## src/rtl/screen_pkg.sv

```systemverilog
// Shared geometry, default timing and pipeline constants for the Hack screen scanner.
// Optional inversion (SCREEN_SCAN_INVERT_EN) lives in screen_scanner.
package screen_pkg;

    localparam int SCREEN_W      = 512;
    localparam int SCREEN_H      = 256;
    localparam int WORDS_PER_ROW = 32;
    localparam int ADDR_W        = 13;
    localparam int DATA_W        = 16;

    localparam int H_FP_DEF   = 16;
    localparam int H_SYNC_DEF = 64;
    localparam int H_BP_DEF   = 48;
    localparam int V_FP_DEF   = 10;
    localparam int V_SYNC_DEF = 2;
    localparam int V_BP_DEF   = 33;

    localparam int PIPE_LAT = 3;

    typedef struct packed {
        logic de;
        logic hsync_n;
        logic vsync_n;
        logic frame_start;
    } tctl_t;

    localparam tctl_t CTL_IDLE = '{de: 1'b0, hsync_n: 1'b1, vsync_n: 1'b1, frame_start: 1'b0};

endpackage

```

## src/rtl/scan_timing.sv

```systemverilog
// Raster counters plus active/sync/frame-start decode, all combinational from the counters.
// Zero latency: decode refers to the current counter position; never stalls.
module scan_timing
    import screen_pkg::*;
#(
    parameter int H_ACTIVE = SCREEN_W,
    parameter int H_FP     = H_FP_DEF,
    parameter int H_SYNC   = H_SYNC_DEF,
    parameter int H_BP     = H_BP_DEF,
    parameter int V_ACTIVE = SCREEN_H,
    parameter int V_FP     = V_FP_DEF,
    parameter int V_SYNC   = V_SYNC_DEF,
    parameter int V_BP     = V_BP_DEF,
    parameter int HW       = 10,
    parameter int VW       = 9
) (
    input  logic          clk_i,
    input  logic          rst_ni,
    output logic [HW-1:0] h_cnt_o,
    output logic [VW-1:0] v_cnt_o,
    output logic          active_o,
    output tctl_t         ctl_o
);

    localparam int H_TOTAL = H_ACTIVE + H_FP + H_SYNC + H_BP;
    localparam int V_TOTAL = V_ACTIVE + V_FP + V_SYNC + V_BP;

    logic [HW-1:0] h_cnt_q, h_cnt_d;
    logic [VW-1:0] v_cnt_q, v_cnt_d;
    logic          active;

    always_comb begin
        h_cnt_d = h_cnt_q + 1'b1;
        v_cnt_d = v_cnt_q;
        if (int'(h_cnt_q) == H_TOTAL - 1) begin
            h_cnt_d = '0;
            v_cnt_d = (int'(v_cnt_q) == V_TOTAL - 1) ? '0 : v_cnt_q + 1'b1;
        end
    end

    always_ff @(posedge clk_i or negedge rst_ni) begin
        if (!rst_ni) begin
            h_cnt_q <= '0;
            v_cnt_q <= '0;
        end else begin
            h_cnt_q <= h_cnt_d;
            v_cnt_q <= v_cnt_d;
        end
    end

    always_comb begin
        active            = (int'(h_cnt_q) < H_ACTIVE) && (int'(v_cnt_q) < V_ACTIVE);
        ctl_o.de          = active;
        ctl_o.hsync_n     = !((int'(h_cnt_q) >= H_ACTIVE + H_FP) &&
                              (int'(h_cnt_q) <  H_ACTIVE + H_FP + H_SYNC));
        ctl_o.vsync_n     = !((int'(v_cnt_q) >= V_ACTIVE + V_FP) &&
                              (int'(v_cnt_q) <  V_ACTIVE + V_FP + V_SYNC));
        ctl_o.frame_start = (h_cnt_q == '0) && (v_cnt_q == '0);
    end

    assign h_cnt_o  = h_cnt_q;
    assign v_cnt_o  = v_cnt_q;
    assign active_o = active;

endmodule

```

## src/rtl/screen_scanner.sv

```systemverilog
// Hack screen read-out: address fetch, 1-clk memory wait, bit serialise; syncs delayed to match.
// Latency PIPE_LAT=3 clks counter->outputs; no backpressure. SCREEN_SCAN_INVERT_EN adds per-frame invert.
module screen_scanner
    import screen_pkg::*;
#(
    parameter int H_ACTIVE = SCREEN_W,
    parameter int H_FP     = H_FP_DEF,
    parameter int H_SYNC   = H_SYNC_DEF,
    parameter int H_BP     = H_BP_DEF,
    parameter int V_ACTIVE = SCREEN_H,
    parameter int V_FP     = V_FP_DEF,
    parameter int V_SYNC   = V_SYNC_DEF,
    parameter int V_BP     = V_BP_DEF
) (
    input  logic              clk,
    input  logic              rst_n,
    output logic [ADDR_W-1:0] mem_addr,
    input  logic [DATA_W-1:0] mem_rdata,
`ifdef SCREEN_SCAN_INVERT_EN
    input  logic              invert,
`endif
    output logic              pixel_out,
    output logic              de,
    output logic              hsync_n,
    output logic              vsync_n,
    output logic              frame_start
);

    localparam int H_TOTAL = H_ACTIVE + H_FP + H_SYNC + H_BP;
    localparam int V_TOTAL = V_ACTIVE + V_FP + V_SYNC + V_BP;
    localparam int HW      = $clog2(H_TOTAL);
    localparam int VW      = $clog2(V_TOTAL);
    localparam int WPR     = H_ACTIVE / 16;

    logic [HW-1:0] h_cnt;
    logic [VW-1:0] v_cnt;
    logic          active;
    tctl_t         ctl;

    scan_timing #(
        .H_ACTIVE(H_ACTIVE), .H_FP(H_FP), .H_SYNC(H_SYNC), .H_BP(H_BP),
        .V_ACTIVE(V_ACTIVE), .V_FP(V_FP), .V_SYNC(V_SYNC), .V_BP(V_BP),
        .HW(HW), .VW(VW)
    ) u_timing (
        .clk_i   (clk),
        .rst_ni  (rst_n),
        .h_cnt_o (h_cnt),
        .v_cnt_o (v_cnt),
        .active_o(active),
        .ctl_o   (ctl)
    );

    logic [ADDR_W-1:0] mem_addr_q, mem_addr_d;
    logic [3:0]        hlo_d1_q, hlo_d2_q;
    tctl_t             ctl_d1_q, ctl_d2_q, ctl_q;
    logic              pixel_q, pixel_d;
    logic              inv;

`ifdef SCREEN_SCAN_INVERT_EN
    // Sampled only at counter (0,0) so a toggle never tears a frame.
    logic inv_q;
    always_ff @(posedge clk or negedge rst_n) begin
        if (!rst_n)                inv_q <= 1'b0;
        else if (ctl.frame_start)  inv_q <= invert;
    end
    assign inv = inv_q;
`else
    assign inv = 1'b0;
`endif

    always_comb begin
        mem_addr_d = '0;
        if (active)
            mem_addr_d = ADDR_W'(int'(v_cnt) * WPR + int'(h_cnt) / 16);
        pixel_d = ctl_d2_q.de & (mem_rdata[hlo_d2_q] ^ inv);
    end

    always_ff @(posedge clk or negedge rst_n) begin
        if (!rst_n) begin
            mem_addr_q <= '0;
            hlo_d1_q   <= '0;
            hlo_d2_q   <= '0;
            ctl_d1_q   <= CTL_IDLE;
            ctl_d2_q   <= CTL_IDLE;
            ctl_q      <= CTL_IDLE;
            pixel_q    <= 1'b0;
        end else begin
            mem_addr_q <= mem_addr_d;
            hlo_d1_q   <= h_cnt[3:0];
            hlo_d2_q   <= hlo_d1_q;
            ctl_d1_q   <= ctl;
            ctl_d2_q   <= ctl_d1_q;
            ctl_q      <= ctl_d2_q;
            pixel_q    <= pixel_d;
        end
    end

    assign mem_addr    = mem_addr_q;
    assign pixel_out   = pixel_q;
    assign de          = ctl_q.de;
    assign hsync_n     = ctl_q.hsync_n;
    assign vsync_n     = ctl_q.vsync_n;
    assign frame_start = ctl_q.frame_start;

endmodule

```

## config.mk

```make
export PLATFORM = sky130hd
export DESIGN_NAME = screen_scanner
export DESIGN_NICKNAME = d
export VERILOG_FILES = /design/src/rtl/screen_pkg.sv /design/src/rtl/scan_timing.sv /design/src/rtl/screen_scanner.sv
export SDC_FILE = /design/constraint.sdc
export NUM_CORES = 1
export LEC_CHECK = 0
export ABC_AREA = 1
export ABC_CLOCK_PERIOD_IN_PS = 2000
export CAP_MARGIN = 0
export CORE_ASPECT_RATIO = 1.4
export CORE_UTILIZATION = 40
export CTS_CLUSTER_SIZE = 10
export DETAILED_ROUTE_END_ITERATION = 8
export PLACE_DENSITY_LB_ADDON = 0.08
export SLEW_MARGIN = 20
export SYNTH_ARGS = -nofsm -noshare
export SYNTH_HDL_FRONTEND = slang
export SYNTH_HIERARCHICAL = 1
export SYNTH_SLANG_ARGS = --single-unit
```

## constraint.sdc

```tcl
create_clock -name clk -period 2 [get_ports clk]
set_input_delay 0.4 -clock clk [delete_from_list [all_inputs] [get_ports clk]]
set_output_delay 0.4 -clock clk [all_outputs]
set_load 0.01 [all_outputs]
```

==> reports/metrics.cfg <==
[timing]
finalHoldViolCount = 0
fin_worst_skew_ns = 0.00942
setup_viol = 0
worstMarginPinSlew_ns = 0.390
slew_headroom_pct = 74.0
tns_ns = 0
finalCriticalPeriod_ns = 1.75
period_share_pct = 87.3
max_freq_mhz = 573
finalMaxSlewViolations = 0
whs_ns = 0.0751
rsz0062_at_grt = false

[clock_network]
cts_hold_buf = 0
cts_resized = 0
cts_made_buffers = 5
clkSlewWorstSetupHoldPaths_ns = 0.10
cts.sinks = 53
post_cts_buffers = 0
cts_buffer_depth = 2
cts_root_buf = clkbuf_8
cts_tree = done
clk_latency_ns = 0.30
htreeDepth = 2

[synth]
synthTopCellsByArea = dfrtp_1 48%, nand2_1 12%, dfstp_2 6.5%, inv_1 6.5%, nand3_1 4.7%
yosys_warnings = 6
syn_nets = 307
ys_ff_latch = 53
synth_cell_types = 27
yosysTopAreaCell = dfrtp_1
netlist_area_um2 = 2430
syn_avg_cell_area_um2 = 8.58
ys_seq_area_share_pct = 54.9
synth_top_area_share_pct = 48.5
postSynthCellCount = 283

[drt]
via_per_inst = 4.71
drc_errors = 0
drt_iter0_markers = 97
drt.antenna.violating_nets = 0
wl_per_cell_um = 11.4
dr.pass1.iters = 4
vias = 1854
finalWirelength_um = 4480

[pwr]
leakage_nw = 1.40
power.density_nw_per_um2 = 592
ir_worst_vdd_uv = 288
power_mw = 1.75

[worst_setup_path]
r2r-end = u_timing/v_cnt_o[5]
worstPathRequired_ns = 1.60
reg2reg_depth = 8
r2r_setup_slack_ns = 0.44
cp_top_family = flip-flops
path_cells = clkdlybuf4s50_1
crit_path_start_kind = register
worstSetupEndpointType = output pin
cpPeakStageDelay_ns = 0.52
worstPathArrival_ns = 1.35
crit_type = reg2out
timing.rr.start = u_timing/h_cnt_o[0]
cp_slowest_cell = dfstp_2
cp_max_fo = 1
startpoint = hsync_n
path_buf_inv = 1

[global_route]
grt_util_all_layers_pct = 16.4
grt_pass1_wl_um = 7760
grt-ovfl-total = 0
grt_max_degree = 54
grt_pass1_vias = 1799
antenna_found_initial = 0

[die]
io_pins = 36
rows = 33
die_area_um2 = 6390
start_util_pct = 41.4
coreArea_um2 = 5860
die_h_um = 94.2
die_width_um = 67.8

[worst_hold_path]
min_path_type = in2async

[layout]
final_net_count = 347
mostFrequentLayoutCell = nand2_1
final_cell_mix = 75 x nand2_1, 47 x dfrtp_1, 42 x inv_1
area_growth_pct = 21.4
layout.cells.non_filler = 394
drive_above_1_share_pct = 8.64
n_antenna_cell = 0

[outcome]
outcome = complete, no violations

[run]
max-cap-violations = 0

[place]
dp_hpwl_um = 3320
portBuffers = 35
gp_congestion = 0.822
place_inst = 386

==> layout make-up <==
class | count | area (um2)
Fill cell | 562 | 2920
Sequential cell | 53 | 1330
Multi-Input combinational cell | 182 | 890
Timing Repair Buffer | 37 | 373
Inverter | 44 | 170
Tap cell | 70 | 87.6
Clock buffer | 5 | 68.8
Clock inverter | 3 | 25.0
==> cells in the mapped netlist <==
cell type / n
nor2_4: 2
xnor2_1: 1
inv_6: 1
dfstp_2: 6
nand4_1: 3
o21ai_1: 5
a21oi_1: 8
nor2_1: 30
o21ai_0: 12
inv_2: 1
ha_1: 6
buf_6: 2
xor2_1: 4
nor4_1: 1
clkbuf_1: 1
nand3b_1: 3
nand3_2: 2
nor2_2: 2
nor3_1: 1
or3_1: 1
inv_1: 42
buf_4: 1
nand2_1: 75
nand2_2: 2
dfrtp_1: 47
nor3_2: 1
nand3_1: 23
==> per-stage QoR <==
step / area [um2] / util [%] / worst slack [ns]
3_3_place_gp: 2850 / 48.7 / 0.499
3_5_place_dp: 2850 / 48.7 / 0.436
4_1_cts: 2950 / 50.3 / 0.239
2_1_floorplan: 2430 / - / 0.708
5_1_grt: 2950 / 50.3 / 0.181
6_report: 2950 / 50.3 / 0.255
==> cells by family (layout without fill, tap and decap cells) <==
group,Yosys count,count (layout),share of synthesized area [%]
xor gates and xnor gates,5,5,1.80
DFF,53,53,54.9
buffers and inverters,48,89,8.40
AOI/OAI and AO/OA,25,25,5.15
adders and majority gates,6,6,3.09
and+or+nand+nor,146,146,26.6
==> worst max-delay path by stage <==
stage	to	slack, ns	cells past startpoint
2_1_floorplan	mem_addr[11]	0.71	7
6_report	hsync_n	0.25	1
4_1_cts	hsync_n	0.24	1
5_1_grt	hsync_n	0.18	1
3_5_place_dp	u_timing/v_cnt_o[5]	0.44	8
3_3_place_gp	u_timing/v_cnt_o[5]	0.50	8
==> worst reg2reg max path, stage by stage, from the launching register on <==
cell and delay [ns]:
dfrtp_1 0.43, ha_1 0.22, nand2_2 0.09, nor2_4 0.11
nand2_2 0.07, nor2_4 0.22, inv_2 0.14, nand2_1 0.08
o21ai_1 0.08
==> power breakdown <==
| group | internal [mW] | switching (mW) | leakage (nW) |
|---|---|---|---|
| combinational | 0.0391 | 0.0320 | 0.698 |
| clock | 0.253 | 0.349 | 0.0447 |
| sequential | 1.07 | 0.000204 | 0.659 |
==> state kept, by name (all words and copies together), names as in the netlist, 4 cells and up <==
register / flops
mem_addr: 13
u_timing/v_cnt_o: 9
hlo_d1_q: 4
ctl_d1_q: 4
hlo_d2_q: 4
u_timing/h_cnt_o: 10
ctl_d2_q: 4
==> routing by layer <==
metal / wire length, um / share of wire, % / global-route usage, %
met1: 2030 / 45 / 19.8
met2: 2170 / 48 / 27.5
met3: 221 / 4.9 / 4.00
met4: 66 / 1.5 / 6.25
met5: 0 / 0 / 0
Note: power is estimated with default switching activity, not from simulation.
